$ cat config.mk
export PLATFORM = sky130hd
export DESIGN_NAME = signed_divider_seq
export DESIGN_NICKNAME = d
export VERILOG_FILES = /design/src/rtl/signed_divider_seq.sv
export SDC_FILE = /design/constraint.sdc
export NUM_CORES = 1
export LEC_CHECK = 0
export BUFFER_PORTS_ARGS = -buffer_cell sky130_fd_sc_hd__buf_4
export CAP_MARGIN = 20
export CORE_MARGIN = 10
export CORE_UTILIZATION = 54
export CTS_CLUSTER_DIAMETER = 100
export DETAILED_ROUTE_END_ITERATION = 6
export PLACE_DENSITY_LB_ADDON = 0.05
export SETUP_SLACK_MARGIN = 0.02
export SYNTH_ARGS = -nofsm -noshare
export SYNTH_HDL_FRONTEND = slang
export SYNTH_SLANG_ARGS = --single-unit
$ cat constraint.sdc
create_clock -name clk -period 2.4 [get_ports clk]
set_input_delay 0 -clock clk [delete_from_list [all_inputs] [get_ports clk]]
set_output_delay 0 -clock clk [all_outputs]
set_load 0.05 [all_outputs]
$ cat src/rtl/signed_divider_seq.sv
// Sequential 16-bit signed divider: restoring shift-subtract on magnitudes, one bit per cycle.
// Optional feature: define DIV_ERR_FLAG_EN to flag divide-by-zero and 16'h8000 / 16'hFFFF overflow.
module signed_divider_seq (
    input  logic        clk,
    input  logic        rst_n,
    input  logic        start,
    input  logic [15:0] dividend,
    input  logic [15:0] divisor,
    output logic        busy,
    output logic        done,
    output logic [15:0] quotient,
    output logic [15:0] remainder,
    output logic        div_err
);

    typedef enum logic [1:0] {StIdle, StCalc, StFix, StDone} state_e;

    state_e      state_q, state_d;
    logic [4:0]  cnt_q, cnt_d;
    logic [15:0] a_q, a_d;
    logic [15:0] b_q, b_d;
    logic [16:0] r_q, r_d;
    logic        a_neg_q, a_neg_d;
    logic        b_neg_q, b_neg_d;
    logic        busy_q, busy_d;
    logic        done_q, done_d;
    logic [15:0] quot_q, quot_d;
    logic [15:0] rem_q, rem_d;

    logic [16:0] r_shift;
    logic [17:0] trial;
    logic        b_zero;

`ifdef DIV_ERR_FLAG_EN
    logic        err_q, err_d;
`endif

    // Partial remainder shifted left with the next dividend bit; trial[17] set means r < b.
    assign r_shift = {r_q[15:0], a_q[15]};
    assign trial   = {1'b0, r_shift} - {2'b00, b_q};
    assign b_zero  = (b_q == 16'h0000);

    always_comb begin
        state_d = state_q;
        cnt_d   = cnt_q;
        a_d     = a_q;
        b_d     = b_q;
        r_d     = r_q;
        a_neg_d = a_neg_q;
        b_neg_d = b_neg_q;
        busy_d  = busy_q;
        done_d  = done_q;
        quot_d  = quot_q;
        rem_d   = rem_q;
`ifdef DIV_ERR_FLAG_EN
        err_d   = err_q;
`endif
        unique case (state_q)
            StIdle: begin
                if (start) begin
                    a_neg_d = dividend[15];
                    b_neg_d = divisor[15];
                    a_d     = dividend[15] ? -dividend : dividend;
                    b_d     = divisor[15] ? -divisor : divisor;
                    r_d     = '0;
                    cnt_d   = 5'd16;
                    busy_d  = 1'b1;
                    state_d = StCalc;
                end
            end
            StCalc: begin
                if (!trial[17]) begin
                    r_d = trial[16:0];
                    a_d = {a_q[14:0], 1'b1};
                end else begin
                    r_d = r_shift;
                    a_d = {a_q[14:0], 1'b0};
                end
                cnt_d = cnt_q - 5'd1;
                if (cnt_q == 5'd1) begin
                    state_d = StFix;
                end
            end
            StFix: begin
                // Remainder follows the dividend sign, so a zero divisor returns the dividend itself.
                if (b_zero) begin
                    quot_d = 16'hFFFF;
                end else begin
                    quot_d = (a_neg_q ^ b_neg_q) ? -a_q : a_q;
                end
                rem_d = a_neg_q ? -r_q[15:0] : r_q[15:0];
`ifdef DIV_ERR_FLAG_EN
                err_d = b_zero || (a_neg_q && b_neg_q && (a_q == 16'h8000) && (b_q == 16'h0001));
`endif
                done_d  = 1'b1;
                state_d = StDone;
            end
            StDone: begin
                done_d  = 1'b0;
                busy_d  = 1'b0;
                state_d = StIdle;
            end
            default: state_d = StIdle;
        endcase
    end

    always_ff @(posedge clk or negedge rst_n) begin
        if (!rst_n) begin
            state_q <= StIdle;
            cnt_q   <= '0;
            a_q     <= '0;
            b_q     <= '0;
            r_q     <= '0;
            a_neg_q <= 1'b0;
            b_neg_q <= 1'b0;
            busy_q  <= 1'b0;
            done_q  <= 1'b0;
            quot_q  <= '0;
            rem_q   <= '0;
`ifdef DIV_ERR_FLAG_EN
            err_q   <= 1'b0;
`endif
        end else begin
            state_q <= state_d;
            cnt_q   <= cnt_d;
            a_q     <= a_d;
            b_q     <= b_d;
            r_q     <= r_d;
            a_neg_q <= a_neg_d;
            b_neg_q <= b_neg_d;
            busy_q  <= busy_d;
            done_q  <= done_d;
            quot_q  <= quot_d;
            rem_q   <= rem_d;
`ifdef DIV_ERR_FLAG_EN
            err_q   <= err_d;
`endif
        end
    end

    assign busy      = busy_q;
    assign done      = done_q;
    assign quotient  = quot_q;
    assign remainder = rem_q;
`ifdef DIV_ERR_FLAG_EN
    assign div_err   = err_q;
`else
    assign div_err   = 1'b0;
`endif

endmodule

==> results by group, run 1 <==
Route
  • Routed WL per cell: between 15 and 20 um
  • Vias per std cell: ~5.7
  • DR iter-0 viols: around 390
  • DRC: 0
  • Vias: roughly 5500
  • First-pass DRT Iterations: 5
  • Post-route ant nets: 0
  • Drt total wl: 16.2 mm

Worst setup path
  • Worst-path cell with the longest stage delay: a2111oi_4
  • R2R depth: 8
  • Flop2flop setup slack: 0.08 ns
  • R2R Path End: r_q[9]
  • Crit path from: r_q[0]
  • Crit Path Category: flop to flop
  • WP data required: between 2 and 3 ns
  • Crit Path Max Fanout: 7
  • Crit-path cells: ha_4, and2b_2, o2111ai_4, a21o_4, a2111oi_4, buf_4, nor3_2, a221o_1
  • Worst path max stage delay: around 0.42 ns
  • Crit. End Element: flop
  • CP top delay family: compound AO/OA/AOI/OAI gates
  • CP startpoint kind: flop
  • RR Startpoint: r_q[0]
  • Worst Path Arrival: 2.55 ns
  • Critical Path Stages: 8
  • CP Capture Point: r_q[9]
  • CP Buf/Inv Count: 1

Placed design
  • DP HPWL: 12.4 mm
  • Routability cong.: 0.920
  • Port bufs: 68
  • Dpl cells: between 900 and 1000

STA
  • Worst Skew: 0.00657 ns
  • Final setup fails: 0
  • Worst-Margin Slew: 0.672 ns
  • Hold slack: -0.00316 ns
  • Fin. Hold Viols: 1
  • RSZ-0062 raised after global routing: yes
  • Final worst path period share: 96.6%
  • Fmax: roughly 430 MHz
  • Max-slew violation count: 0
  • Min cycle time layout: roughly 2.3 ns
  • Rel. slew slack: ~55%

Die
  • Initial Util: a little under three fifths
  • IO Count: 70
  • Die area: about 16000 um2
  • Core Area: 11000 um2
  • Rows: 38
  • Height of the chip: between 100 and 150 um
  • Die Span X: 126 um

Synthesis
  • Yosys cell types: 74
  • Async SR Flop Fraction: 100%
  • Largest family of logic cells by synthesized area: compound AO/OA/AOI/OAI gates
  • Ranking of synthesized cells by area: dfrtp_1, xor2_1, ha_1
  • Mux share of post-synthesis cell area: around 1.9%
  • Mapped Avg Cell Area: 8.76 um2
  • Post-synthesis compound-gate area fraction: between 20% and 30%
  • Syn. warnings: 0
  • Simple-Gate Fraction of Synth Area: between 10% and 20%
  • Post-synth top area share: a little under two fifths
  • Cell taking the most area after synthesis: dfrtp_1
  • Number of flops mapped to enable cells by yosys: 0
  • Most common flop cell mapped by yosys: dfrtp_1
  • Number of synthesized register bits: between 90 and 100
  • Post-Synth Adder-Cell Area: about 5.6%
  • Netlist Area Pre-Place: ~6100 um2
  • Cells after Synth: 698
  • Synth Net Count: 760
  • Synth Area in XOR/XNOR: a little under a tenth
  • Seq/Total Area, Yosys: a little under two fifths

Outcome
  • Status: complete, but fails checks
  • Failing checks: hold timing

Cells and area
  • Area growth, synth to finish: 26.4%
  • Filler cells: 861
  • Fin cells: 969
  • N_diodes: 0
  • Fin nets: between 800 and 900
  • Final Core Density: between 70% and 80%
  • Layout cells sized above 1: roughly a quarter

Clocking
  • Worst-skew pair later-pin latency: around 0.35 ns
  • CTS max path bufs: 2
  • Sink Count: ~90
  • Number of CTS-inserted buffers: 9
  • H-tree levels: 3
  • CTS tree: done
  • Clk root buf: clkbuf_16
  • Worst-path clk slew: ~0.060 ns

Power
  • Power Density: 1720 nW/um2
  • Peak VDD IR: about 0.0011 V
  • Static leakage power: between 3 and 4 nW

GRT
  • GRT Util Overall: about a fifth
  • Vias in the first global route: between 5000 and 6000
  • Initial antenna violation count: 0
  • GR Overflow Total: 0
  • First-pass GRT wire length: roughly 27 mm
  • Largest net degree at the start of global routing: a little under 50

Run
  • Max-cap violations: 0

Hold path
  • Worst min path class: input port to flop
## how the worst min path moves through the flow
stage                  endpoint  cells past startpoint  slack (ns)         from
floorplan               a_neg_q                      0       -0.30        rst_n
global placement    quotient[6]                      1        0.03        rst_n
detailed placement  quotient[8]                      1        0.04        rst_n
CTS                     b_q[15]                      3       0.005  divisor[12]
global route            b_q[15]                      3        0.02  divisor[12]
finish                  b_q[12]                      3      -0.003  divisor[12]
## cells in the mapped netlist, types with 12 or more instances
library cell	number
dfrtp_1	91
clkbuf_1	20
nand2_1	75
xor2_1	38
nor2_1	62
xnor2_1	29
o31ai_1	12
ha_1	26
o21ai_0	59
inv_1	34
o211ai_1	15
nor3_1	17
a21oi_1	55
## per-layer routing
metal | vias to the layer above | GRT usage (%) | share of wire [%]
li1 | 2745 | - | -
met1 | 2605 | 28.6 | 47
met2 | 141 | 30.6 | 45
met3 | 13 | 3.58 | 6.2
met4 | 0 | 6.43 | 1.4
met5 | - | 0 | 0
## state kept, by name (all words and copies together), names as in the netlist
name,cells
busy,1
r_q,16
b_neg_q,1
state_q,2
a_q,16
b_q,16
quotient,16
done,1
cnt_q,5
a_neg_q,1
remainder,16
## where the power goes
group / internal, W / switching [W] / total (W) / leakage, nW
clock network: 0.000825 / 0.000586 / 0.00141 / 0.135
registers: 0.00230 / 0.000662 / 0.00296 / 1.09
logic: 0.00378 / 0.00514 / 0.00892 / 2.16
## layout make-up
class	count	area [um2]	share of cell area (%)
Timing Repair Buffer	150	1220	15.7
Clock inverter	2	37.5	0.485
Multi-Input combinational cell	540	3650	47.2
Inverter	34	128	1.65
Tap cell	140	175	2.27
Sequential cell	91	2280	29.4
Clock buffer	12	246	3.19
## repair_timing
item | CTS | global route
hold endpoints to repair | 59 | 0
buffers inserted | 6 | 4
pin swaps | 4 | 6
endpoints found under the setup margin | 6 | 15
gates resized for setup | 8 | 14
hold buffers | 16 | 0
## worst min-delay path: cells and delay by family
kind	cells	cell delay, ns
compound gates	1	0.15
buf+inv	1	0.09
xor+xnor	1	0.06
## cells in the final DEF, fill, tap and decap left out, types with 4 or more instances in the layout
cell type and instances:
o21ai_0 58, nor3_1 14, ha_1 16, o31ai_1 12, or4_1 6, nand2_1 75
nor4_1 10, clkbuf_16 9, dfrtp_1 91, mux2i_1 6, inv_1 33, or2_2 7
nor2b_1 4, o21a_1 8, mux2_2 5, buf_12 4, o41ai_1 9, a21oi_1 54
xor2_1 38, a21o_2 4, nor2_1 61, ha_4 7, nand3_1 7, nor3_2 5
buf_4 130, a31oi_1 4, xnor2_1 29, dlygate4sd3_1 16, o22ai_1 4, o211ai_1 15
a211oi_1 4, nand2b_1 4, or3_1 10
## logic make-up (layout without fill, tap and decap cells)
| kind of cell | count (synthesis) | in the layout |
|---|---|---|
| adders and majority gates | 27 | 27 |
| other | 1 | 1 |
| xor gates and xnor gates | 67 | 67 |
| AOI/OAI and AO/OA | 207 | 207 |
| DFF | 91 | 91 |
| muxes | 11 | 11 |
| buffers and inverters | 67 | 198 |
| and+or+nand+nor | 227 | 227 |
## per-stage QoR
stage / worst slack, ns / power, W / hold slack, ns / area, um2 / setup TNS [ns]
3_5_place_dp: -0.0355 / 0.0114 / 0.0423 / 7080 / -0.0495
5_1_grt: -0.0264 / 0.0143 / 0.0202 / 7730 / -0.0656
3_3_place_gp: 0.0482 / 0.0112 / 0.0306 / 7080 / 0
4_1_cts: -0.00827 / 0.0131 / 0.00550 / 7640 / -0.0136
6_report: 0.0806 / 0.0133 / -0.00316 / 7730 / 0
2_1_floorplan: 0.0751 / 0.00878 / -0.296 / 6120 / 0
(Power assumes the default switching activity.)
==> inputs of run 2 (changes only) <==
Settings changed: CORE_UTILIZATION 54 to 55, RECOVER_POWER from default to 50.
Clock period 2.4 ns to 2.7 ns, I/O delays scaled along.
==> run 2 against run 1 <==
Routed wire length is 0.85% lower. Cell area is 8.8% lower. Count of clock-buffer cells in the layout is 2 lower. Die area is 1.5% lower. The flow now finishes without violations. Highest routed layer unchanged. Clock skew is 0.0032 ns higher.
==> results by group, run 2 (synthesized netlist as in run 1, its figures left out) <==
Outcome
  • Status: completed (was complete, but fails checks)

GRT
  • Initial antenna violation count: 0 (unchanged)
  • GR Overflow Total: 0 (unchanged)
  • GRT Util Overall: 20.2% (about the same)
  • Vias in the first global route: 5257 (was 5363)
  • Largest net degree at the start of global routing: 59 (was 49)
  • First-pass GRT wire length: 26.7 mm (was 26.9 mm)

Route
  • Post-route ant nets: 0 (unchanged)
  • DRC: 0 (unchanged)
  • Vias per std cell: 5.84 (was 5.68)
  • First-pass DRT Iterations: 5 (unchanged)
  • Drt total wl: 16.0 mm (was 16.2 mm)
  • Vias: 5460 (was 5504)
  • Routed WL per cell: 17.2 um (was 16.7 um)
  • DR iter-0 viols: 393 (was 385)

Clocking
  • CTS tree: done (unchanged)
  • Number of CTS-inserted buffers: 9 (unchanged)
  • H-tree levels: 3 (unchanged)
  • Clk root buf: clkbuf_8 (was clkbuf_16)
  • Worst-path clk slew: 0.10 ns (was 0.06 ns)
  • Sink Count: 91 (unchanged)
  • Worst-skew pair later-pin latency: 0.38 ns (was 0.35 ns)
  • CTS max path bufs: 2 (unchanged)

STA
  • Fmax: 400 MHz (was 431 MHz)
  • Setup TNS Final: 0 ns (unchanged)
  • Final worst path period share: 92.6% (was 96.6%)
  • Rel. slew slack: 2.72% (was 54.9%)
  • RSZ-0062 raised after global routing: no (was yes)
  • Worst-Margin Slew: 1.46 ns (was 0.672 ns)
  • Max-slew violation count: 0 (unchanged)
  • Worst Skew: 0.00976 ns (was 0.00657 ns)
  • Final setup fails: 0 (unchanged)
  • Min cycle time layout: 2.50 ns (was 2.32 ns)
  • Fin. Hold Viols: 0 (was 1)

Worst setup path
  • CP startpoint kind: flop (unchanged)
  • Crit. End Element: flop (unchanged)
  • Crit Path Max Fanout: 10 (was 7)
  • CP top delay family: compound AO/OA/AOI/OAI gates (unchanged)
  • Crit-path cells: ha_1, and3_4, nand2_4, a21o_4, a2111oi_4, buf_4, nor3_1, a221o_1 (was ha_4, and2b_2, o2111ai_4, a21o_4, a2111oi_4, buf_4, nor3_2, a221o_1)
  • Worst-path cell with the longest stage delay: dfrtp_1 (was a2111oi_4)
  • CP Buf/Inv Count: 1 (unchanged)
  • Crit Path Category: flop to flop (unchanged)
  • Worst Path Arrival: 2.77 ns (was 2.55 ns)
  • Worst path max stage delay: 0.46 ns (was 0.42 ns)
  • WP data required: 2.97 ns (was 2.63 ns)

Cells and area
  • N_diodes: 0 (unchanged)
  • Layout cells sized above 1: 13.3% (was 23.8%)
  • Area growth, synth to finish: 15.3% (was 26.4%)
  • Commonest non-fill, non-tap cell in the layout: dfrtp_1 (was buf_4)
  • Fin nets: 852 (was 888)
  • Most frequent cells in the layout: dfrtp_1, nand2_1, nor2_1 (was buf_4, dfrtp_1, nand2_1)

Die
  • Rows: 38 (unchanged)
  • Die Span X: 125 um (was 126 um)
  • Initial Util: 56.2% (was 55.7%)
  • IO Count: 70 (unchanged)
  • Core Area: 10900 um2 (was 11000 um2)
  • Height of the chip: 125 um (was 126 um)
  • Die area: 15700 um2 (was 16000 um2)

Placed design
  • DP HPWL: 12.1 mm (was 12.4 mm)
  • Port bufs: 68 (unchanged)
  • Routability cong.: 0.924 (was 0.920)

Run
  • Max-cap violations: 0 (unchanged)

Hold path
  • Worst min path class: input port to flop (unchanged)
==> run 2: changes by cell type in the layout (fill, tap and decap cells not counted), moves of 4 or more <==
cell	change
buf_12	-4
buf_4	-76
clkbuf_1	+34
clkbuf_16	-9
clkbuf_8	+9
dlygate4sd3_1	+7
ha_1	+9
ha_4	-7
==> run 2: worst reg2reg max path, cell delays in order, from the launching register on <==
cell,delay [ns]
dfrtp_1,0.46
ha_1,0.42
and3_4,0.25
nand2_4,0.06
a21o_4,0.22
a2111oi_4,0.38
buf_4,0.25
nor3_1,0.07
a221o_1,0.28
==> run 2: repair_timing <==
action / CTS / global route
resized for setup: 0 / 2
setup buffers: 0 / 0
endpoints found under the hold margin: 80 / 0
hold buffers: 23 / 0
endpoints found under the setup margin: 0 / 2
==> run 2: layer usage <==
layer	global-route usage, %	wire [um]	up-vias
li1	-	-	2677
met1	28.3	7730	2629
met2	31.0	7230	140
met3	4.65	928	14
met4	4.81	155	0
met5	0	0	-
==> run 2: area by class of cell <==
type / count / area (um2)
Inverter: 34 / 128
Clock buffer: 10 / 138
Sequential cell: 91 / 2280
Timing Repair Buffer: 114 / 776
Clock inverter: 6 / 40.0
Fill cell: 972 / 3840
Tap cell: 140 / 175
Multi-Input combinational cell: 540 / 3520
==> run 2: metrics by stage <==
stage / utilization, % / std cells / setup WS (ns) / instance area, um2 / hold WS (ns)
final: 64.8 / 935 / 0.200 / 7050 / 0.0301
after global routing: 64.8 / 935 / 0.0550 / 7050 / 0.0542
after CTS: 66.0 / 935 / 0.192 / 7190 / 0.0149
after detailed placement: 62.3 / 896 / 0.241 / 6780 / 0.120
after global placement: 62.3 / 896 / 0.291 / 6780 / 0.112
after floorplan: - / 698 / 0.375 / 6120 / -0.296
==> run 2: worst paths after layout <==
path / start / to / slack [ns] / cells past startpoint
worst max-delay path: r_q[5] / r_q[4] / 0.20 / 8
worst min-delay path: dividend[9] / a_q[9] / 0.03 / 4
worst max register to register: r_q[5] / r_q[4] / 0.20 / 8
worst min register to register: remainder[13] / remainder[13] / 0.52 / 1
max in group asynchronous: rst_n / quotient[1] / 0.61 / 3
min in group asynchronous: rst_n / quotient[5] / 0.50 / 2
Power of run 2 is left out: the tool's default activity adds up to more than one toggle a clock period on the data nets, which glitch-free logic cannot reach.
==> inputs of run 3 (changes only) <==
Settings changed: ABC_AREA from default to 1.
==> run 3 against run 2 <==
The run now ends with hold timing left. Core utilization shrank 0.14 points. Non-clock buffer count shrank 20. Setup slack gained 0.20 ns. Count of clock-buffer cells in the layout shrank 1. Hold slack lost 0.030 ns. Via count grew 15%. Critical path depth grew 2. Fmax grew 8.9%. Register-to-register slack gained 0.20 ns. Critical path type unchanged. Critical endpoint is now r_q[3]. Largest cell class unchanged.
==> results by group, run 3 <==
Run
  • Max-cap violations: 0 (unchanged)

Route
  • Routed WL per cell: 15.3 um (was 17.2 um)
  • DRC: 0 (unchanged)
  • Vias: 6286 (was 5460)
  • Vias per std cell: 5.41 (was 5.84)
  • Drt total wl: 17.7 mm (was 16.0 mm)
  • DR iter-0 viols: 630 (was 393)
  • First-pass DRT Iterations: 6 (was 5)
  • Post-route ant nets: 0 (unchanged)

Die
  • IO Count: 70 (unchanged)
  • Height of the chip: 128 um (was 125 um)
  • Die area: 16400 um2 (was 15700 um2)
  • Initial Util: 56.3% (was 56.2%)
  • Die Span X: 128 um (was 125 um)
  • Rows: 39 (was 38)
  • Core Area: 11400 um2 (was 10900 um2)

Clocking
  • Worst-path clk slew: 0.08 ns (was 0.10 ns)
  • CTS max path bufs: 2 (unchanged)
  • Clk root buf: clkbuf_16 (was clkbuf_8)
  • H-tree levels: 3 (unchanged)
  • CTS tree: done (unchanged)
  • Number of CTS-inserted buffers: 9 (unchanged)
  • Worst-skew pair later-pin latency: 0.35 ns (was 0.38 ns)
  • Sink Count: 91 (unchanged)
  • PostCTS Resize Cnt: 0 (unchanged)

Hold path
  • Hold path depth: 4 (unchanged)
  • Worst min path class: input port to flop (unchanged)
  • Hold path start: start (was dividend[9])
  • Hold Path Sink: busy (was a_q[9])

Cells and area
  • N_diodes: 0 (unchanged)
  • Area growth, synth to finish: 14.7% (was 15.3%)
  • Layout cells sized above 1: 8.44% (was 13.3%)
  • Commonest non-fill, non-tap cell in the layout: nand2_1 (was dfrtp_1)
  • Most frequent cells in the layout: nand2_1, inv_1, nand3_1, dfrtp_1, o21ai_0 (was dfrtp_1, nand2_1, nor2_1)
  • Fin nets: 1076 (was 852)

Synthesis
  • Seq/Total Area, Yosys: 35.4% (was 37.2%)
  • Ranking of synthesized cells by area: dfrtp_1, nand2_1, inv_1 (was dfrtp_1, xor2_1, ha_1)
  • Post-synth top cells: nand2_1, inv_1, dfrtp_1, nand3_1, o21ai_0 (was dfrtp_1, nand2_1, nor2_1)
  • Yosys cell types: 41 (was 74)
  • Synth Net Count: 999 (was 760)
  • Post-synth top area share: 35.4% (was 37.2%)
  • Syn. warnings: 0 (unchanged)
  • Simple-Gate Fraction of Synth Area: 32.1% (was 18.0%)
  • Mapped Avg Cell Area: 6.86 um2 (was 8.76 um2)
  • Post-Synth Adder-Cell Area: 5.37% (was 5.65%)
  • Top-count cell post-synth: nand2_1 (was dfrtp_1)
  • Cell taking the most area after synthesis: dfrtp_1 (unchanged)
  • Largest family of logic cells by synthesized area: simple AND/OR/NAND/NOR gates (was compound AO/OA/AOI/OAI gates)
  • Number of flops mapped to enable cells by yosys: 0 (unchanged)
  • Number of synthesized register bits: 91 (unchanged)
  • Synth Area in XOR/XNOR: 5.17% (was 9.59%)
  • Post-synthesis compound-gate area fraction: 11.9% (was 22.2%)
  • Async SR Flop Fraction: 100% (unchanged)
  • Most common flop cell mapped by yosys: dfrtp_1 (unchanged)
  • Netlist Area Pre-Place: 6430 um2 (was 6120 um2)
  • Mux share of post-synthesis cell area: 0% (was 1.90%)
  • Cells after Synth: 937 (was 698)

Worst setup path
  • Crit-path most repeated cell: nand2_1
  • Worst-path cell with the longest stage delay: dfrtp_1 (unchanged)
  • RR Startpoint: r_q[9] (was r_q[5])
  • Crit-path cells: ha_1, nand2_1, nand2_1, nand2_1, nand3_2, a21oi_4, nand2_4, nand2_1, nand3_1, o21ai_0 (was ha_1, and3_4, nand2_4, a21o_4, a2111oi_4, buf_4, nor3_1, a221o_1)
  • Worst path max stage delay: 0.48 ns (was 0.46 ns)
  • R2R depth: 10 (was 8)
  • WP data required: 2.96 ns (was 2.97 ns)
  • Crit. End Element: flop (unchanged)
  • Flop2flop setup slack: 0.41 ns (was 0.20 ns)
  • Crit Path Category: flop to flop (unchanged)
  • Crit Path Max Fanout: 17 (was 10)
  • R2R Path End: r_q[3] (was r_q[4])
  • CP startpoint kind: flop (unchanged)
  • Worst Path Arrival: 2.55 ns (was 2.77 ns)

STA
  • RSZ-0062 raised after global routing: no (unchanged)
  • Fmax: 436 MHz (was 400 MHz)
  • Max-slew violation count: 0 (unchanged)
  • Min cycle time layout: 2.29 ns (was 2.50 ns)
  • Final worst path period share: 85.0% (was 92.6%)
  • Fin. Hold Viols: 1 (was 0)
  • Rel. slew slack: 4.37% (was 2.72%)
  • Setup TNS Final: 0 ns (unchanged)
  • Hold slack: -0.0000224 ns (was 0.0301 ns)
  • Final setup fails: 0 (unchanged)
  • Worst Skew: 0.00950 ns (was 0.00976 ns)
  • Worst-Margin Slew: 1.43 ns (was 1.46 ns)

Placed design
  • Routability cong.: 0.968 (was 0.924)
  • Port bufs: 68 (unchanged)
  • DP HPWL: 13.3 mm (was 12.1 mm)

GRT
  • GR Overflow Total: 0 (unchanged)
  • Vias in the first global route: 5938 (was 5257)
  • GRT Util Overall: 22.0% (was 20.2%)
  • First-pass GRT wire length: 29.7 mm (was 26.7 mm)
  • Initial antenna violation count: 0 (unchanged)
  • Largest net degree at the start of global routing: 56 (was 59)

Outcome
  • Failing checks: hold timing
  • Status: complete, but fails checks (was completed)
## run 3: cell count changes after synthesis, sizes merged, moves of 11 or more
cell and delta:
nor3 -11, nand2 +193, xnor2 -22, nand3 +89, nand4 +18, o21ai +24, inv +97, or3 -11
a21oi -15, nor2 +13
## run 3: cell type report
cell class,count,area [um2]
Fill cell,1096,4040
Multi-Input combinational cell,685,3510
Sequential cell,91,2280
Timing Repair Buffer,94,613
Inverter,133,499
Clock buffer,9,225
Tap cell,143,179
Clock inverter,7,71.3
## run 3: per-layer routing
| metal | GRT usage, % | part of all wire (%) | vias to the layer above |
|---|---|---|---|
| met5 | 0 | 0 | - |
| met4 | 6.56 | 1.8 | 0 |
| met3 | 4.01 | 6.0 | 23 |
| met2 | 31.9 | 43 | 208 |
| met1 | 32.3 | 49 | 2884 |
| li1 | - | - | 3171 |
## run 3: how the worst max path moves through the flow
| stage | start | end | slack (ns) | depth (start not counted) |
|---|---|---|---|---|
| after detailed placement | r_q[9] | r_q[2] | 0.49 | 10 |
| final | r_q[9] | r_q[3] | 0.41 | 10 |
| after global placement | r_q[9] | a_q[0] | 0.52 | 9 |
| after floorplan | r_q[9] | a_q[0] | 0.88 | 10 |
| after global routing | r_q[9] | r_q[7] | 0.21 | 10 |
| after CTS | r_q[9] | r_q[3] | 0.46 | 10 |
## run 3: critical path, delay by kind of cell (launching register included)
family,cells,cell delay [ns]
AOI/OAI and AO/OA,2,0.58
adders and majority gates,1,0.37
DFF,1,0.48
and+or+nand+nor,7,0.75
## run 3: timing repair
action	CTS	global route
endpoints found under the hold margin	69	0
hold buffers	17	0
buffers inserted	0	0
## run 3: through the flow
stage	util [%]	hold WS (ns)	setup slack [ns]	cells	cell area, um2
finish	64.6	-0.0000224	0.405	1162	7380
floorplan	-	-0.296	0.882	937	6430
global placement	61.7	0.111	0.522	1129	7050
CTS	65.8	0.00113	0.457	1162	7510
detailed placement	61.7	0.112	0.489	1129	7050
global route	64.6	0.0202	0.214	1162	7380
## run 3: cells by family after synthesis
family | Yosys count
AOI/OAI and AO/OA | 143
xor gates and xnor gates | 38
adders and majority gates | 27
buffers and inverters | 161
DFF | 91
other | 1
and+or+nand+nor | 476
Power of run 3 is left out for the same reason.
